File: config.mk
export PLATFORM = sky130hd
export DESIGN_NAME = sample_sequencer
export DESIGN_NICKNAME = d
export VERILOG_FILES = /design/src/rtl/sample_sequencer_pkg.sv /design/src/rtl/sample_sequencer_rate_divider.sv /design/src/rtl/sample_sequencer.sv
export SDC_FILE = /design/constraint.sdc
export NUM_CORES = 1
export LEC_CHECK = 0
export ABC_AREA = 1
export CAP_MARGIN = 20
export CORE_UTILIZATION = 28
export CTS_CLUSTER_DIAMETER = 200
export CTS_CLUSTER_SIZE = 30
export DETAILED_ROUTE_END_ITERATION = 12
export GPL_ROUTABILITY_DRIVEN = 1
export GPL_TIMING_DRIVEN = 1
export RECOVER_POWER = 50
export SLEW_MARGIN = 20
export SYNTH_ARGS = -nofsm -noshare
export SYNTH_HDL_FRONTEND = slang
export SYNTH_SLANG_ARGS = --single-unit
export TNS_END_PERCENT = 10
File: constraint.sdc
create_clock -name clk -period 2.31 [get_ports clk]
set_input_delay 0.693 -clock clk [delete_from_list [all_inputs] [get_ports clk]]
set_output_delay 0.693 -clock clk [all_outputs]
set_load 0.02 [all_outputs]
File: src/rtl/sample_sequencer_pkg.sv
// Shared types and default parameter values for the sample playback sequencer.
package sample_sequencer_pkg;

  typedef enum logic [1:0] {
    ST_IDLE  = 2'd0,
    ST_RUN   = 2'd1,
    ST_DRAIN = 2'd2
  } state_t;

  localparam int DEF_ADDR_W   = 5;
  localparam int DEF_SAMPLE_W = 12;
  localparam int DEF_ACC_W    = 16;
  localparam int DEF_DIV_W    = 16;

endpackage

File: src/rtl/sample_sequencer_rate_divider.sv
// Tick generator: counts 0..period while enabled and flags the terminal count.
module rate_divider
  import sample_sequencer_pkg::*;
#(
  parameter int DIV_W = DEF_DIV_W
) (
  input  logic             clk,
  input  logic             rst_n,
  input  logic             clear,
  input  logic             enable,
  input  logic [DIV_W-1:0] period,
  output logic             tick
);

  logic [DIV_W-1:0] count;

  assign tick = enable && !clear && (count == period);

  always_ff @(posedge clk or negedge rst_n) begin
    if (!rst_n) begin
      count <= '0;
    end else if (clear) begin
      count <= '0;
    end else if (enable) begin
      count <= tick ? '0 : count + DIV_W'(1);
    end
  end

endmodule

File: src/rtl/sample_sequencer.sv
// Phase-accumulator sample playback: fetches samples at a divided rate and
// presents each one two cycles after its read strobe.
//
// state    | meaning
// ---------+--------------------------------------------------------------
// ST_IDLE  | accepting configuration, waiting for start
// ST_RUN   | divider running, one memory read per tick
// ST_DRAIN | stopped, waiting for in-flight reads to deliver their sample
module sample_sequencer
  import sample_sequencer_pkg::*;
#(
  parameter int ADDR_W   = DEF_ADDR_W,
  parameter int SAMPLE_W = DEF_SAMPLE_W,
  parameter int ACC_W    = DEF_ACC_W,
  parameter int DIV_W    = DEF_DIV_W
) (
  input  logic                clk,
  input  logic                rst_n,
  input  logic                start,
  input  logic                stop,
  input  logic                cfg_valid,
  output logic                cfg_ready,
  input  logic [ACC_W-1:0]    cfg_step,
  input  logic [DIV_W-1:0]    cfg_div,
  output logic                mem_read,
  output logic [ADDR_W-1:0]   mem_address,
  input  logic [SAMPLE_W-1:0] mem_sample,
  output logic [SAMPLE_W-1:0] sample_out,
  output logic                sample_valid,
  output logic                wrap,
  output logic                busy
);

  // Reset step advances the address by exactly one entry per tick.
  localparam logic [ACC_W-1:0] STEP_RST = ACC_W'(1) << (ACC_W - ADDR_W);

  state_t             state;
  logic [ACC_W-1:0]   acc;
  logic [ACC_W-1:0]   step_reg;
  logic [DIV_W-1:0]   div_reg;
  logic [ACC_W:0]     acc_sum;
  logic               rd_pend;
  logic               tick;
  logic               div_clear;
  logic               div_enable;

  assign acc_sum    = {1'b0, acc} + {1'b0, step_reg};
  assign cfg_ready  = (state == ST_IDLE);
  assign busy       = (state != ST_IDLE);
  assign div_enable = (state == ST_RUN);
  assign div_clear  = (state != ST_RUN);

  rate_divider #(
    .DIV_W(DIV_W)
  ) u_rate_divider (
    .clk   (clk),
    .rst_n (rst_n),
    .clear (div_clear),
    .enable(div_enable),
    .period(div_reg),
    .tick  (tick)
  );

  always_ff @(posedge clk or negedge rst_n) begin
    if (!rst_n) begin
      state        <= ST_IDLE;
      acc          <= '0;
      step_reg     <= STEP_RST;
      div_reg      <= '0;
      mem_read     <= 1'b0;
      mem_address  <= '0;
      rd_pend      <= 1'b0;
      sample_out   <= '0;
      sample_valid <= 1'b0;
      wrap         <= 1'b0;
    end else begin
      mem_read     <= 1'b0;
      wrap         <= 1'b0;
      // Memory answers one cycle after the strobe; the sample is then registered.
      rd_pend      <= mem_read;
      sample_valid <= rd_pend;
      if (rd_pend) sample_out <= mem_sample;

      case (state)
        ST_IDLE: begin
          if (cfg_valid) begin
            step_reg <= cfg_step;
            div_reg  <= cfg_div;
          end
          if (start) begin
            state <= ST_RUN;
            acc   <= '0;
          end
        end
        ST_RUN: begin
          if (stop) begin
            state <= ST_DRAIN;
          end else if (tick) begin
            mem_read    <= 1'b1;
            mem_address <= acc[ACC_W-1 -: ADDR_W];
            acc         <= acc_sum[ACC_W-1:0];
            wrap        <= acc_sum[ACC_W];
          end
        end
        ST_DRAIN: begin
          if (!mem_read && !rd_pend) state <= ST_IDLE;
        end
        default: state <= ST_IDLE;
      endcase
    end
  end

endmodule

==> run metrics <==
TritonCTS clock tree done; Worst Path Required 1620 ps; vias in the first global route 3807; antenna violations before repair 0; clock sink count 87; initial DRC count 216; synthesized flop and latch total 87; fillers 1710; busiest grt layer met2; final WL 10400 um; final hold vios 0; largest net degree at the start of global routing 39; Final Cycle Share 95.3%; layout cell share with drive strength beyond 1 around a tenth; # Post-CTS Setup Buffers 0; DIE WIDTH around 130 um; via count 3781; final setup vio count 0; outcome finished clean; area grow syn2layout 26.5%; post-route setup slack ~110 ps; Worst IR Drop VDD approximately 0.36 mV; Worst setup EP type output port; met3 usage 4.09%; Initial Util 29.2%; CP Class flip-flop to output port; NumNets Final between 700 and 800; Max Freq approximately 450 MHz; GP Congestion between 0.8 and 0.9; syn_nets approximately 650; Antenna Nets Post-Route 0; Via-to-Cell Ratio 4.29; first-pass GRT wire length 18100 um; Rows 46; Yosys cell types 29; H-tree depth 3; Root Buffer clkbuf_16; RR Startpoint acc[0]; Critical Path AT around 1500 ps; Core Region 0.0161 sq mm; die height 132 um; Inserted Clock Buffers 9; crit path time final approximately 2200 ps; GRT Residual Overflow 0; RSZ-0062 raised after global routing no; first element of the critical path state[1]; max cap viols 0; clk buf depth 2; Worst-Skew Late Latency 350 ps; WL/cell 11.8 um; I/O Buffers 70; register area share after synthesis 46.4%; Hold Startpoint mem_read; pre-CTS setup slack 248 ps; Post-Route Skew 6.91 ps; GRT Total Usage 13.1%; setup_tns 0 ps; Static Leak 0.00308 uW; largest fanout on the critical path 4; DP Wirelength 7950 um; Reg clk slew, reported paths 70 ps; Setup crit start kind flip-flop; cell area power density between 700 and 800 mW/mm^2; HP Class flip-flop to flip-flop; Top Ports 71; Pre-antenna DRT Iters 4; worst slew pin tran 979 ps; met1 track demand over resource 16.1%; Mean Syn Cell Area 8.02 sq um; Post-Syn Instances 586; synth warn 0; Die ar. ~0.017 sq mm; DRC violations left 0; Relative slew margins 34.7%; total power 4740 uW; final slew viol count 0; Cell Area, Synth 0.00470 sq mm; M2 GR Usage 22.4%; n_diodes 0
## kinds of logic (layout without fill, tap and decap cells)
family,Yosys count,count (layout),share of synthesized area [%]
xor gates and xnor gates,9,9,1.68
buffers and inverters,92,172,8.20
DFF,87,87,46.4
and+or+nand+nor,313,313,27.7
muxes,29,29,6.95
adders and majority gates,18,18,4.95
AOI/OAI and AO/OA,38,38,4.15
## worst max-delay path, cell delays in order, from the launching register on
cell and delay (ps):
dfrtp_1 410, nor2_2 170, inv_1 50, clkdlybuf4s50_1 530
## metrics by stage
stage                     hold WS, ps  area (sq um)  cells  util [%]
after global routing              441          5950    882      36.9
final                             411          5950    882      36.9
after CTS                         346          5980    882      37.1
after floorplan                   397          4700    586         -
after global placement            406          5680    866      35.2
after detailed placement          401          5680    866      35.2
## path summary, 6_finish.rpt
kind / endpoint / slack (ps) / cells past startpoint
hold reg to reg: rd_pend / 410 / 0
min in group asynchronous: sample_out[1] / 500 / 1
hold / removal: rd_pend / 410 / 0
setup / recovery: busy / 110 / 3
setup reg to reg: acc[8] / 360 / 9
max in group asynchronous: step_reg[14] / 590 / 2
## timing repair
| action | in CTS | in global routing |
|---|---|---|
| endpoints found under the hold margin | 0 | 0 |
| hold buffers | 0 | 0 |
| endpoints found under the setup margin | 1 | 1 |
| resized for setup | 1 | 1 |
## placed cells by master, fill, tap and decap left out, drive strengths merged, types with 2 or more instances in the layout
| cell type | Yosys | final |
|---|---|---|
| a21oi | 26 | 26 |
| and2 | 2 | 2 |
| buf | 8 | 3 |
| clkbuf | 3 | 14 |
| clkdlybuf4s50 | 0 | 68 |
| clkinv | 0 | 4 |
| dfrtp | 86 | 86 |
| ha | 17 | 17 |
| inv | 81 | 81 |
| mux2 | 29 | 29 |
| nand2 | 200 | 200 |
| nand3 | 34 | 34 |
| nand3b | 2 | 2 |
| nand4 | 8 | 8 |
| nor2 | 57 | 57 |
| nor3 | 7 | 7 |
| o21ai | 10 | 10 |
| or2 | 2 | 2 |
| xor2 | 8 | 8 |
## final cells by class
type | instances | area, sq um | share of cell area (%)
clock buffer | 11 | 243 | 4.08
timing repair buffer | 75 | 752 | 12.6
inverter | 81 | 304 | 5.11
clock inverter | 5 | 57.6 | 0.968
tap | 216 | 270 | 4.55
multi-input combinational | 407 | 2140 | 36.0
sequential | 87 | 2180 | 36.6
## report_power, final
part           switching [uW]  total [uW]  internal, uW
clock                     606        1470           868
combinational             747        1310           563
sequential                160        1960          1800
## Yosys cell counts (all sizes together)
library cell,number,area share (%)
nor3b,1,0.16
clkbuf,3,0.24
a21oi,26,2.8
nor2,57,4.8
or2,2,0.27
o211ai,1,0.16
and2,2,0.27
o31ai,1,0.16
nand4,8,1.1
o21ai,10,1.1
nand3,34,3.6
buf,8,1.5
nor3,7,0.75
nand3b,2,0.32
fa,1,0.43
inv,81,6.5
nand2,200,16
xor2,8,1.5
dfrtp,86,46
mux2,29,6.9
ha,17,4.5
xnor2,1,0.19
dfstp,1,0.56
## per-layer routing
layer  wire length [um]  up-vias  share of wire (%)
met5                  0        -                  0
met4                 99        0               0.95
met3                407        7                3.9
met2               5030       49                 48
met1               4870     1735                 47
li1                   -     1990                  -
Note: power is estimated with default switching activity, not from simulation.
